## src/rtl/mdu_iter_if.sv

```systemverilog
// mdu_iter_if: handshake and operand bundle between the EX stage and the
// multiply/divide unit. The EX stage is the master, mdu_iter is the slave.
interface mdu_iter_if #(
  parameter int WIDTH = 32
);
  logic             start;
  logic             cancel;
  logic [3:0]       op;
  logic [WIDTH-1:0] d1;
  logic [WIDTH-1:0] d2;
  logic             busy;
  logic             real_busy;
  logic [WIDTH-1:0] mdu_out;

  modport master (
    output start, cancel, op, d1, d2,
    input  busy, real_busy, mdu_out
  );

  modport slave (
    input  start, cancel, op, d1, d2,
    output busy, real_busy, mdu_out
  );
endinterface

```

## src/rtl/mdu_iter.sv

```systemverilog
// mdu_iter: multi-cycle multiply/divide unit owning the HI/LO pair.
// Multiplies commit MUL_LAT edges after acceptance through a product delay
// line; divides run a radix-2 restoring divider (WIDTH steps plus a sign-fix
// cycle). Optional feature macro: MDU_ACC_EN enables madd/maddu/msub/msubu
// (ops 9..12); without it those ops are ignored and no accumulator exists.
module mdu_iter #(
  parameter int WIDTH   = 32,
  parameter int MUL_LAT = 5
) (
  input  logic        clk,
  input  logic        reset,
  mdu_iter_if.slave   bus
);

  localparam int W2    = 2 * WIDTH;
  localparam int CMAX  = (MUL_LAT > WIDTH) ? MUL_LAT : WIDTH;
  localparam int CNT_W = $clog2(CMAX + 1);

  localparam logic [3:0] OP_MULT  = 4'd1;
  localparam logic [3:0] OP_MULTU = 4'd2;
  localparam logic [3:0] OP_DIV   = 4'd3;
  localparam logic [3:0] OP_DIVU  = 4'd4;
  localparam logic [3:0] OP_MFHI  = 4'd5;
  localparam logic [3:0] OP_MFLO  = 4'd6;
  localparam logic [3:0] OP_MTHI  = 4'd7;
  localparam logic [3:0] OP_MTLO  = 4'd8;
`ifdef MDU_ACC_EN
  localparam logic [3:0] OP_MADD  = 4'd9;
  localparam logic [3:0] OP_MADDU = 4'd10;
  localparam logic [3:0] OP_MSUB  = 4'd11;
  localparam logic [3:0] OP_MSUBU = 4'd12;
`endif

  typedef enum logic [1:0] {
    S_IDLE     = 2'd0,
    S_MUL      = 2'd1,
    S_DIV_ITER = 2'd2,
    S_DIV_FIX  = 2'd3
  } state_t;

  // Conditional two's-complement negate, shared by operand abs and sign fix.
  function automatic logic [WIDTH-1:0] f_cneg(input logic [WIDTH-1:0] v,
                                              input logic             neg);
    return neg ? -v : v;
  endfunction

  state_t            r_state;
  state_t            w_state_nxt;
  logic [CNT_W-1:0]  r_cnt;
  logic [WIDTH-1:0]  r_hi;
  logic [WIDTH-1:0]  r_lo;

  // Divider operand/working registers
  logic [WIDTH-1:0]  r_quo;   // dividend shifting out, quotient shifting in
  logic [WIDTH-1:0]  r_rem;
  logic [WIDTH-1:0]  r_dvs;
  logic              r_sn_q;
  logic              r_sn_r;
  logic              r_dz;

  // Product delay line
  logic [W2-1:0]     r_mpipe [MUL_LAT];

  logic              w_busy;
  logic              w_op_mul;
  logic              w_op_div;
  logic              w_mul_sgn;
  logic              w_div_sgn;
  logic              w_accept;
  logic              w_go_mul;
  logic              w_go_div;
  logic              w_mt_ok;
  logic              w_commit_mul;
  logic              w_commit_div;
  logic [W2-1:0]     w_ext_a;
  logic [W2-1:0]     w_ext_b;
  logic [W2-1:0]     w_prod;
  logic [W2-1:0]     w_mul_res;
  logic [WIDTH:0]    w_rem_sh;
  logic [WIDTH:0]    w_rem_diff;
  logic              w_qbit;
  logic [WIDTH-1:0]  w_rem_nxt;
  logic [WIDTH-1:0]  w_quo_fix;
  logic [WIDTH-1:0]  w_rem_fix;

  // ---------------------------------------------------------------- decode
`ifdef MDU_ACC_EN
  assign w_op_mul  = (bus.op == OP_MULT) || (bus.op == OP_MULTU) ||
                     (bus.op == OP_MADD) || (bus.op == OP_MADDU) ||
                     (bus.op == OP_MSUB) || (bus.op == OP_MSUBU);
  assign w_mul_sgn = (bus.op == OP_MULT) || (bus.op == OP_MADD) ||
                     (bus.op == OP_MSUB);
`else
  assign w_op_mul  = (bus.op == OP_MULT) || (bus.op == OP_MULTU);
  assign w_mul_sgn = (bus.op == OP_MULT);
`endif
  assign w_op_div  = (bus.op == OP_DIV) || (bus.op == OP_DIVU);
  assign w_div_sgn = (bus.op == OP_DIV);

  assign w_busy   = (r_state != S_IDLE);
  assign w_accept = bus.start && !bus.cancel && !w_busy;
  assign w_go_mul = w_accept && w_op_mul;
  assign w_go_div = w_accept && w_op_div;
  assign w_mt_ok  = !bus.start && !bus.cancel && !w_busy;

  assign bus.busy      = w_busy;
  assign bus.real_busy = w_busy | bus.start;

  // ---------------------------------------------------------------- multiply input stage
  assign w_ext_a = {{WIDTH{w_mul_sgn & bus.d1[WIDTH-1]}}, bus.d1};
  assign w_ext_b = {{WIDTH{w_mul_sgn & bus.d2[WIDTH-1]}}, bus.d2};
  assign w_prod  = w_ext_a * w_ext_b;

  // Product delay line: the product captured at acceptance reaches the last
  // stage exactly on the commit edge, leaving room for retiming the multiplier.
  always_ff @(posedge clk or negedge reset) begin
    if (!reset) begin
      for (int i = 0; i < MUL_LAT; i++) r_mpipe[i] <= '0;
    end else begin
      r_mpipe[0] <= w_prod;
      for (int i = 1; i < MUL_LAT; i++) r_mpipe[i] <= r_mpipe[i-1];
    end
  end

  // ---------------------------------------------------------------- accumulate stage
`ifdef MDU_ACC_EN
  logic r_acc_add;
  logic r_acc_sub;

  // Remember whether the multiply in flight accumulates into HI/LO.
  always_ff @(posedge clk or negedge reset) begin
    if (!reset) begin
      r_acc_add <= 1'b0;
      r_acc_sub <= 1'b0;
    end else if (w_go_mul) begin
      r_acc_add <= (bus.op == OP_MADD) || (bus.op == OP_MADDU);
      r_acc_sub <= (bus.op == OP_MSUB) || (bus.op == OP_MSUBU);
    end
  end

  // Commit value: plain product, or HI/LO plus/minus product (mod 2^(2W)).
  always_comb begin
    w_mul_res = r_mpipe[MUL_LAT-1];
    if (r_acc_add)      w_mul_res = {r_hi, r_lo} + r_mpipe[MUL_LAT-1];
    else if (r_acc_sub) w_mul_res = {r_hi, r_lo} - r_mpipe[MUL_LAT-1];
  end
`else
  assign w_mul_res = r_mpipe[MUL_LAT-1];
`endif

  // ---------------------------------------------------------------- divide step
  assign w_rem_sh   = {r_rem, r_quo[WIDTH-1]};
  assign w_rem_diff = w_rem_sh - {1'b0, r_dvs};
  assign w_qbit     = ~w_rem_diff[WIDTH];
  assign w_rem_nxt  = w_qbit ? w_rem_diff[WIDTH-1:0] : w_rem_sh[WIDTH-1:0];

  // ---------------------------------------------------------------- divide sign fix
  assign w_quo_fix = f_cneg(r_quo, r_sn_q);
  assign w_rem_fix = f_cneg(r_rem, r_sn_r);

  // FSM state register.
  always_ff @(posedge clk or negedge reset) begin
    if (!reset) r_state <= S_IDLE;
    else        r_state <= w_state_nxt;
  end

  // FSM next state and commit strobes; cancel overrides everything.
  always_comb begin
    w_state_nxt  = r_state;
    w_commit_mul = 1'b0;
    w_commit_div = 1'b0;
    if (bus.cancel) begin
      w_state_nxt = S_IDLE;
    end else begin
      case (r_state)
        S_IDLE: begin
          if (w_go_mul)      w_state_nxt = S_MUL;
          else if (w_go_div) w_state_nxt = S_DIV_ITER;
        end
        S_MUL: begin
          if (r_cnt == '0) begin
            w_state_nxt  = S_IDLE;
            w_commit_mul = 1'b1;
          end
        end
        S_DIV_ITER: begin
          if (r_cnt == '0) w_state_nxt = S_DIV_FIX;
        end
        S_DIV_FIX: begin
          w_state_nxt  = S_IDLE;
          w_commit_div = 1'b1;
        end
        default: w_state_nxt = S_IDLE;
      endcase
    end
  end

  // Latency counter: loaded on acceptance, counts down while an op runs.
  always_ff @(posedge clk or negedge reset) begin
    if (!reset) begin
      r_cnt <= '0;
    end else if (w_go_mul) begin
      r_cnt <= CNT_W'(MUL_LAT - 1);
    end else if (w_go_div) begin
      r_cnt <= CNT_W'(WIDTH - 1);
    end else if (!bus.cancel && (r_state == S_MUL || r_state == S_DIV_ITER) &&
                 r_cnt != '0) begin
      r_cnt <= r_cnt - 1'b1;
    end
  end

  // Divider operands: latch magnitudes and signs, then shift-subtract-restore.
  always_ff @(posedge clk or negedge reset) begin
    if (!reset) begin
      r_quo  <= '0;
      r_rem  <= '0;
      r_dvs  <= '0;
      r_sn_q <= 1'b0;
      r_sn_r <= 1'b0;
      r_dz   <= 1'b0;
    end else if (w_go_div) begin
      r_quo  <= f_cneg(bus.d1, w_div_sgn & bus.d1[WIDTH-1]);
      r_dvs  <= f_cneg(bus.d2, w_div_sgn & bus.d2[WIDTH-1]);
      r_rem  <= '0;
      r_sn_q <= w_div_sgn & (bus.d1[WIDTH-1] ^ bus.d2[WIDTH-1]);
      r_sn_r <= w_div_sgn & bus.d1[WIDTH-1];
      r_dz   <= (bus.d2 == '0);
    end else if (!bus.cancel && r_state == S_DIV_ITER) begin
      r_quo <= {r_quo[WIDTH-2:0], w_qbit};
      r_rem <= w_rem_nxt;
    end
  end

  // HI/LO: multiply/divide commits and mthi/mtlo moves (only when idle).
  // A zero divisor forces LO to all-ones; the restoring loop already leaves
  // the dividend in HI for that case.
  always_ff @(posedge clk or negedge reset) begin
    if (!reset) begin
      r_hi <= '0;
      r_lo <= '0;
    end else if (w_commit_mul) begin
      r_hi <= w_mul_res[W2-1:WIDTH];
      r_lo <= w_mul_res[WIDTH-1:0];
    end else if (w_commit_div) begin
      r_hi <= w_rem_fix;
      r_lo <= r_dz ? '1 : w_quo_fix;
    end else if (w_mt_ok && bus.op == OP_MTHI) begin
      r_hi <= bus.d1;
    end else if (w_mt_ok && bus.op == OP_MTLO) begin
      r_lo <= bus.d1;
    end
  end

  // Read port: committed HI/LO only.
  always_comb begin
    bus.mdu_out = '0;
    if (bus.op == OP_MFHI)      bus.mdu_out = r_hi;
    else if (bus.op == OP_MFLO) bus.mdu_out = r_lo;
  end

endmodule

```

## src/flat_wrapper.sv

```systemverilog
// flat-port wrapper written by rule: the top's interface ports become plain ports
module mdu_iter_flat 
#(
  parameter int WIDTH   = 32,
  parameter int MUL_LAT = 5
)
  (clk, reset, bus_start, bus_cancel, bus_op, bus_d1, bus_d2, bus_busy, bus_real_busy, bus_mdu_out);
  mdu_iter_if #(.WIDTH(WIDTH)) bus_i ();
  input  logic clk;
  input  logic reset;
  input wire logic [$bits(bus_i.start)-1:0] bus_start;
  input wire logic [$bits(bus_i.cancel)-1:0] bus_cancel;
  input wire logic [$bits(bus_i.op)-1:0] bus_op;
  input wire logic [$bits(bus_i.d1)-1:0] bus_d1;
  input wire logic [$bits(bus_i.d2)-1:0] bus_d2;
  output wire logic [$bits(bus_i.busy)-1:0] bus_busy;
  output wire logic [$bits(bus_i.real_busy)-1:0] bus_real_busy;
  output wire logic [$bits(bus_i.mdu_out)-1:0] bus_mdu_out;
  assign bus_i.start = bus_start;
  assign bus_i.cancel = bus_cancel;
  assign bus_i.op = bus_op;
  assign bus_i.d1 = bus_d1;
  assign bus_i.d2 = bus_d2;
  assign bus_busy = bus_i.busy;
  assign bus_real_busy = bus_i.real_busy;
  assign bus_mdu_out = bus_i.mdu_out;
  mdu_iter #(.WIDTH(WIDTH), .MUL_LAT(MUL_LAT)) u_core (.clk(clk), .reset(reset), .bus(bus_i));
endmodule
```

## config.mk

```make
export PLATFORM = sky130hd
export DESIGN_NAME = mdu_iter_flat
export DESIGN_NICKNAME = d
export VERILOG_FILES = /design/src/rtl/mdu_iter_if.sv /design/src/rtl/mdu_iter.sv /design/src/flat_wrapper.sv
export SDC_FILE = /design/constraint.sdc
export NUM_CORES = 2
export LEC_CHECK = 0
export BUFFER_PORTS_ARGS = -buffer_cell sky130_fd_sc_hd__buf_2
export CELL_PAD_IN_SITES_DETAIL_PLACEMENT = 0
export CELL_PAD_IN_SITES_GLOBAL_PLACEMENT = 1
export CORE_UTILIZATION = 55
export CTS_CLUSTER_SIZE = 28
export DETAILED_ROUTE_END_ITERATION = 12
export PLACE_DENSITY_LB_ADDON = 0.12
export SKIP_LAST_GASP = 1
export SLEW_MARGIN = 10
export SYNTH_ARGS = -nofsm -noshare
export SYNTH_HDL_FRONTEND = slang
export SYNTH_SLANG_ARGS = --single-unit
```

## constraint.sdc

```tcl
create_clock -name clk -period 7.55 [get_ports clk]
set_input_delay 0 -clock clk [delete_from_list [all_inputs] [get_ports clk]]
set_output_delay 0 -clock clk [all_outputs]
set_load 0.005 [all_outputs]
```

After elaboration in Yosys (flattened, before gate mapping)
Index checks and enable logic that the tools add are counted.
- bits in registers: 491
- input bits: 72
- output and inout bits: 34
- logic and storage cells: 106
- add/sub/neg operators: 6
- multiply operators: 1
- eq/ne operators: 15
- mux-type cells: 33
- bitwise logic cells: 8
- reduce and logical (&&, ||, !) cells: 28
- operators with widths (kind ; count):
    32-bit 2-to-1 mux ; 19
    32-bit negator ; 4
    33-bit by 33-bit multiplier with 64-bit output ; 1
    33-bit by 32-bit subtractor with 33-bit output ; 1
    32-bit logical NOT ; 1
    6-bit 2-to-1 mux ; 3
    4-bit by 3-bit == test with 1-bit output, second input constant ; 4
    1-bit logical AND ; 11
    2-bit 2-to-1 mux ; 5
    3-bit nonzero test ; 3
    4-bit by 2-bit == test with 1-bit output, second input constant ; 2
    2-bit one-hot mux with 4 select lines ; 1
    6-bit logical NOT ; 1
    3-bit by 2-bit != test with 1-bit output, second input constant ; 2
    6-bit nonzero test ; 1
    6-bit by 1-bit subtractor with 6-bit output, second input constant ; 1
    1-bit AND ; 5
    1-bit 2-to-1 mux ; 5
    2-bit == test, second input constant ; 2
    4-bit by 1-bit == test with 1-bit output, second input constant ; 1
    4-bit == test, second input constant ; 1
    4-bit by 2-bit != test with 1-bit output, second input constant ; 1
    2-bit nonzero test ; 2
    1-bit logical NOT ; 3
    other kinds (9) ; 11

Depth between registers and ports, before layout
- depth after elaboration: 8
- gate-level depth with buffers: 32
- depth with buffers taken out: 28

Least setup slack after synthesis
OpenSTA, ideal clock, no wires.
- path kind: input port to flip-flop
- start point: input bus_op[3]
- end point: register u_core.r_mpipe[319] (netlist name)
- setup time: 0.124 ns
- arrival: 8.640 ns
- required time: 7.426 ns
- setup slack: -1.214 ns
- stages on the path: 29
- path buffers: 4
- cells stage by stage: clkbuf_1 > nor4b_1 > clkbuf_1 > and2_1 > clkbuf_1 > nand2_1 > inv_1 > fa_1 > fa_1 > fa_1 > inv_1 > fa_1 > inv_1 > fa_1 > fa_1 > inv_1 > fa_1 > fa_1 > inv_1 > ha_1 > clkbuf_1 > nand4_1 > nor3_1 > or4b_2 > nor3_1 > nor4_1 > o41ai_1 > a21oi_1 > xnor2_1
- word-level cells in the longest chain between the ends: 3
- elaborated cells on any way between the ends: 4
- classes of those cells: 1 x mul; 1 x eq/ne; 2 x bitwise
- ends and longest elaborated chain (what ; RTL line ; text):
    from (decl) ; flat_wrapper.sv:13 ; input wire logic [$bits(bus_i.op)-1:0] bus_op;
    4-bit by 1-bit == test with 1-bit output (*) ; mdu_iter.sv:95 ; assign w_mul_sgn = (bus.op == OP_MULT);
    1-bit AND, on equally long branches ; mdu_iter.sv:110, mdu_iter.sv:111 ;
    33-bit by 33-bit multiplier with 64-bit output (*) ; mdu_iter.sv:112 ; assign w_prod = w_ext_a * w_ext_b;
    named net u_core.w_prod[63] ; mdu_iter.sv:77 ; logic [W2-1:0] w_prod;
    to (decl) ; mdu_iter.sv:62 ; logic [W2-1:0] r_mpipe [MUL_LAT];
The timed path passes the listed nets; every way through them passes the cells marked *.
A chain may end at the register's enable or synchronous reset.

Worst setup path in the final report
- start point: input bus_d2[21]
- end point: register u_core.r_mpipe[314] (netlist name)
- word-level cells in the longest chain between the ends: 1
- ends and longest elaborated chain (what ; RTL line ; text):
    from (decl) ; flat_wrapper.sv:15 ; input wire logic [$bits(bus_i.d2)-1:0] bus_d2;
    33-bit by 33-bit multiplier with 64-bit output ; mdu_iter.sv:112 ;
    named net u_core.w_prod[58] ; mdu_iter.sv:77 ;
The timed path passes the listed nets, and every way through them passes these cells.

==> impl_metrics.py <==
metrics = {
    "global_route": {
        "grt_pass1_vias": 45590,
        "antenna_found_initial": 15,
        "overflow": 0,
        "grt_max_degree": 187,
        "grt_pass1_wl_mm": 279.4,
        "grt_usage_pct": 35.01,
    },
    "critical_path": {
        "path_common_cell": "fa_1",
        "cp_data_required_time_ns": 8.04,
        "worstPathArrival_ns": 7.92,
        "reg2reg_from": "u_core.r_quo[31]$_DFFE_PN0P_",
        "worstSetupPathType": "input port to register",
        "crit_family": "adder cells",
        "critPathMaxFanout": 21,
        "crit_path_start_kind": "input port",
        "end_kind": "register",
        "critPathBufInv": 8,
        "critical-path-slowest-cell": "dlygate4sd3_1",
        "max_stage_delay_ns": 0.61,
        "cp-startpoint": "bus_d2[21]",
    },
    "floorplan": {
        "dieArea_um2": 107700,
        "die_h_um": 328.1,
        "row_count": 119,
        "coreArea_um2": 105400,
        "die_w_um": 328.1,
        "ios": 106,
        "start_util_pct": 55.50,
    },
    "sta": {
        "rsz0062_at_grt": "yes",
        "tightest_slew_ns": 1.034,
        "hold_viol": 0,
        "period_needed_ns": 7.432,
        "slew_viol_final": 0,
        "whs_ns": 0.03347,
        "maxSlewHeadroom_pct": 30.86,
        "clock_skew_ns": 0.02879,
        "setup_viol": 0,
        "post-route-period-util_pct": 98.43,
        "fmax_mhz": 134.6,
    },
    "clock_network": {
        "clock-sinks": 491,
        "cts_root_buffer": "clkbuf_16",
        "cts_max_level": 2,
        "clk_pin_slew_ns": 0.06,
        "clk_latency_ns": 0.61,
        "clock_path_buffers": 3,
        "cts_tree": "built",
        "cts_buffers": 47,
    },
    "placement": {
        "hpwl_mm": 149.9,
        "place.gp.congestion": 0.9483,
        "io_buffers": 105,
    },
    "yosys": {
        "yosys_warnings": 0,
        "syn_area_um2": 58500,
        "synthMuxAreaShare_pct": 0.1240,
        "syn_inst": 6151,
        "yosys.area_share.simple_pct": 13.33,
        "yosysSeqAreaShare_pct": 21.00,
        "synthXorXnorAreaFrac_pct": 3.383,
        "synth_flop_cell": "dfrtp_1",
        "async_flop_share_pct": 100.0,
        "ys_seq_elements": 491,
        "yosys.area_share.adder_pct": 43.98,
        "synth_edf_count": 0,
        "synth_cell_types": 77,
        "synth_top_family_by_area": "adder cells",
        "synth.avg_cell_area_um2": 9.511,
        "synth-compound-area-share_pct": 8.069,
        "synth_nets": 7604,
    },
    "detailed_routing": {
        "drt_first_iter_violations": 3439,
        "vias": 43520,
        "vias_per_cell": 5.531,
        "wl_per_cell_um": 23.14,
        "drc": 28,
        "wl_mm": 182.0,
        "ant_nets": 0,
        "first_pass_iters": 12,
    },
    "worst_hold_path": {
        "hp-start": "bus_op[3]",
        "hold_class": "input port to register",
    },
    "final_layout": {
        "nNetsFinal": 7892,
        "syn_to_final_growth_pct": 12.39,
        "drive_gt1_share_pct": 11.77,
    },
    "outcome": {
        "violations": "design-rule violations",
        "outcome": "finished with violations",
    },
    "flow_run": {
        "cap_violations": 0,
    },
}
==> cells by family after synthesis <==
kind of cell,count (synthesis)
simple gates,1732
buf+inv,1573
fa+ha+maj,1381
compound gates,741
flops,491
xor+xnor,226
mux,7
==> timing repair <==
item | CTS | global route
setup endpoints to repair | 0 | 9
resized for setup | 0 | 24
buffers inserted | 0 | 6
hold buffers | 7 | 0
endpoints found under the hold margin | 73 | 0
==> worst paths after layout <==
check | to | slack, ns | cells after the start
worst max-delay path | u_core.r_mpipe[314]$_DFF_PN0_ | 0.12 | 26
worst min-delay path | u_core.r_cnt[4]$_DFFE_PN0P_ | 0.03 | 4
max in group asynchronous | u_core.r_lo[26]$_DFFE_PN0P_ | 5.33 | 4
worst max register to register | u_core.r_rem[19]$_DFFE_PN0P_ | 3.34 | 14
min in group asynchronous | u_core.r_hi[25]$_DFFE_PN0P_ | 0.47 | 3
worst min register to register | u_core.w_mul_res[44]$_DFF_PN0_ | 0.34 | 0
==> metrics by stage <==
step	std cells	instance area [um^2]	setup WS, ns	util, %	setup TNS [ns]
2_1_floorplan	6151	58660	-0.1250	-	-0.3244
3_3_place_gp	7768	63860	-0.5593	60.58	-4.265
3_5_place_dp	7768	63860	-0.5954	60.58	-5.522
4_1_cts	7860	65600	0.02625	62.23	0
5_1_grt	7867	65750	-0.07836	62.37	-0.2111
6_report	7868	65750	0.1183	62.37	0
==> worst reg2reg max path, stage by stage (launching register included) <==
cell	delay [ns]
dfrtp_1	0.39
inv_1	0.18
ha_1	0.25
inv_1	0.07
fa_1	0.42
a211oi_1	0.45
o21ai_1	0.19
nand4_1	0.22
o221ai_2	0.19
a41oi_2	0.37
o2111a_1	0.30
a211o_1	0.26
buf_4	0.39
nor2_1	0.11
a311o_1	0.27
==> flip-flops by register name, summed over array words and instances (netlist names) <==
register          cells
u_core.r_sn_r         1
u_core.r_dz           1
u_core.r_sn_q         1
u_core.r_quo         32
u_core.r_lo          32
u_core.r_cnt          6
u_core.w_mul_res     64
u_core.r_mpipe      256
u_core.r_dvs         32
u_core.r_rem         32
u_core.r_state        2
u_core.r_hi          32
==> synthesized netlist by cell type (35+ instances only) <==
| library cell | instances | share of area, % |
|---|---|---|
| inv_1 | 1202 | 7.7 |
| fa_1 | 1126 | 39 |
| nand2_1 | 994 | 6.4 |
| dfrtp_1 | 491 | 21 |
| and2_1 | 284 | 3.0 |
| clkbuf_1 | 283 | 1.8 |
| ha_1 | 255 | 5.5 |
| nor2_1 | 222 | 1.4 |
| a21oi_1 | 215 | 1.8 |
| o21ai_0 | 152 | 1.3 |
| xnor2_1 | 128 | 1.9 |
| xor2_1 | 98 | 1.5 |
| buf_1 | 78 | 0.50 |
| a211oi_1 | 73 | 0.94 |
| a31oi_1 | 66 | 0.71 |
| nor3_1 | 41 | 0.35 |
| a21o_1 | 35 | 0.45 |
==> cells in the final DEF, fill, tap and decap left out, drive strengths merged, types with 20 or more instances in the layout <==
master	n
a22o	32
clkbuf	59
nor2	222
xnor2	128
dfrtp	491
nand3	28
nor4	24
o31ai	33
and3	28
o21ai	158
buf	602
fa	1126
and2	284
a211oi	75
a21o	35
xor2	98
a31oi	66
nand2	994
inv	1206
ha	255
a21oi	215
o211ai	20
nor3	41
==> layer usage <==
| layer | vias up | share of wire (%) | GRT usage, % | routed length (um) |
|---|---|---|---|---|
| met3 | 321 | 6.8 | 4.179 | 12310 |
| met2 | 1578 | 48 | 56.60 | 86840 |
| met1 | 22420 | 41 | 48.77 | 74850 |
| met5 | - | 0.034 | 0 | 62 |
| li1 | 19190 | - | - | - |
| met4 | 10 | 4.4 | 13.32 | 7983 |
==> cell type report <==
cell class | count | area [um^2]
Fill cell | 9071 | 39660
Multi-Input combinational cell | 4087 | 40520
Antenna cell | 2 | 5.005
Tap cell | 1391 | 1740
Timing Repair Buffer | 609 | 5011
Sequential cell | 491 | 12290
Clock buffer | 59 | 1301
Inverter | 1203 | 4523
Clock inverter | 26 | 365.4
Power is left out: the tool's default activity adds up to more than one toggle a clock period on the data nets, which glitch-free logic cannot reach.
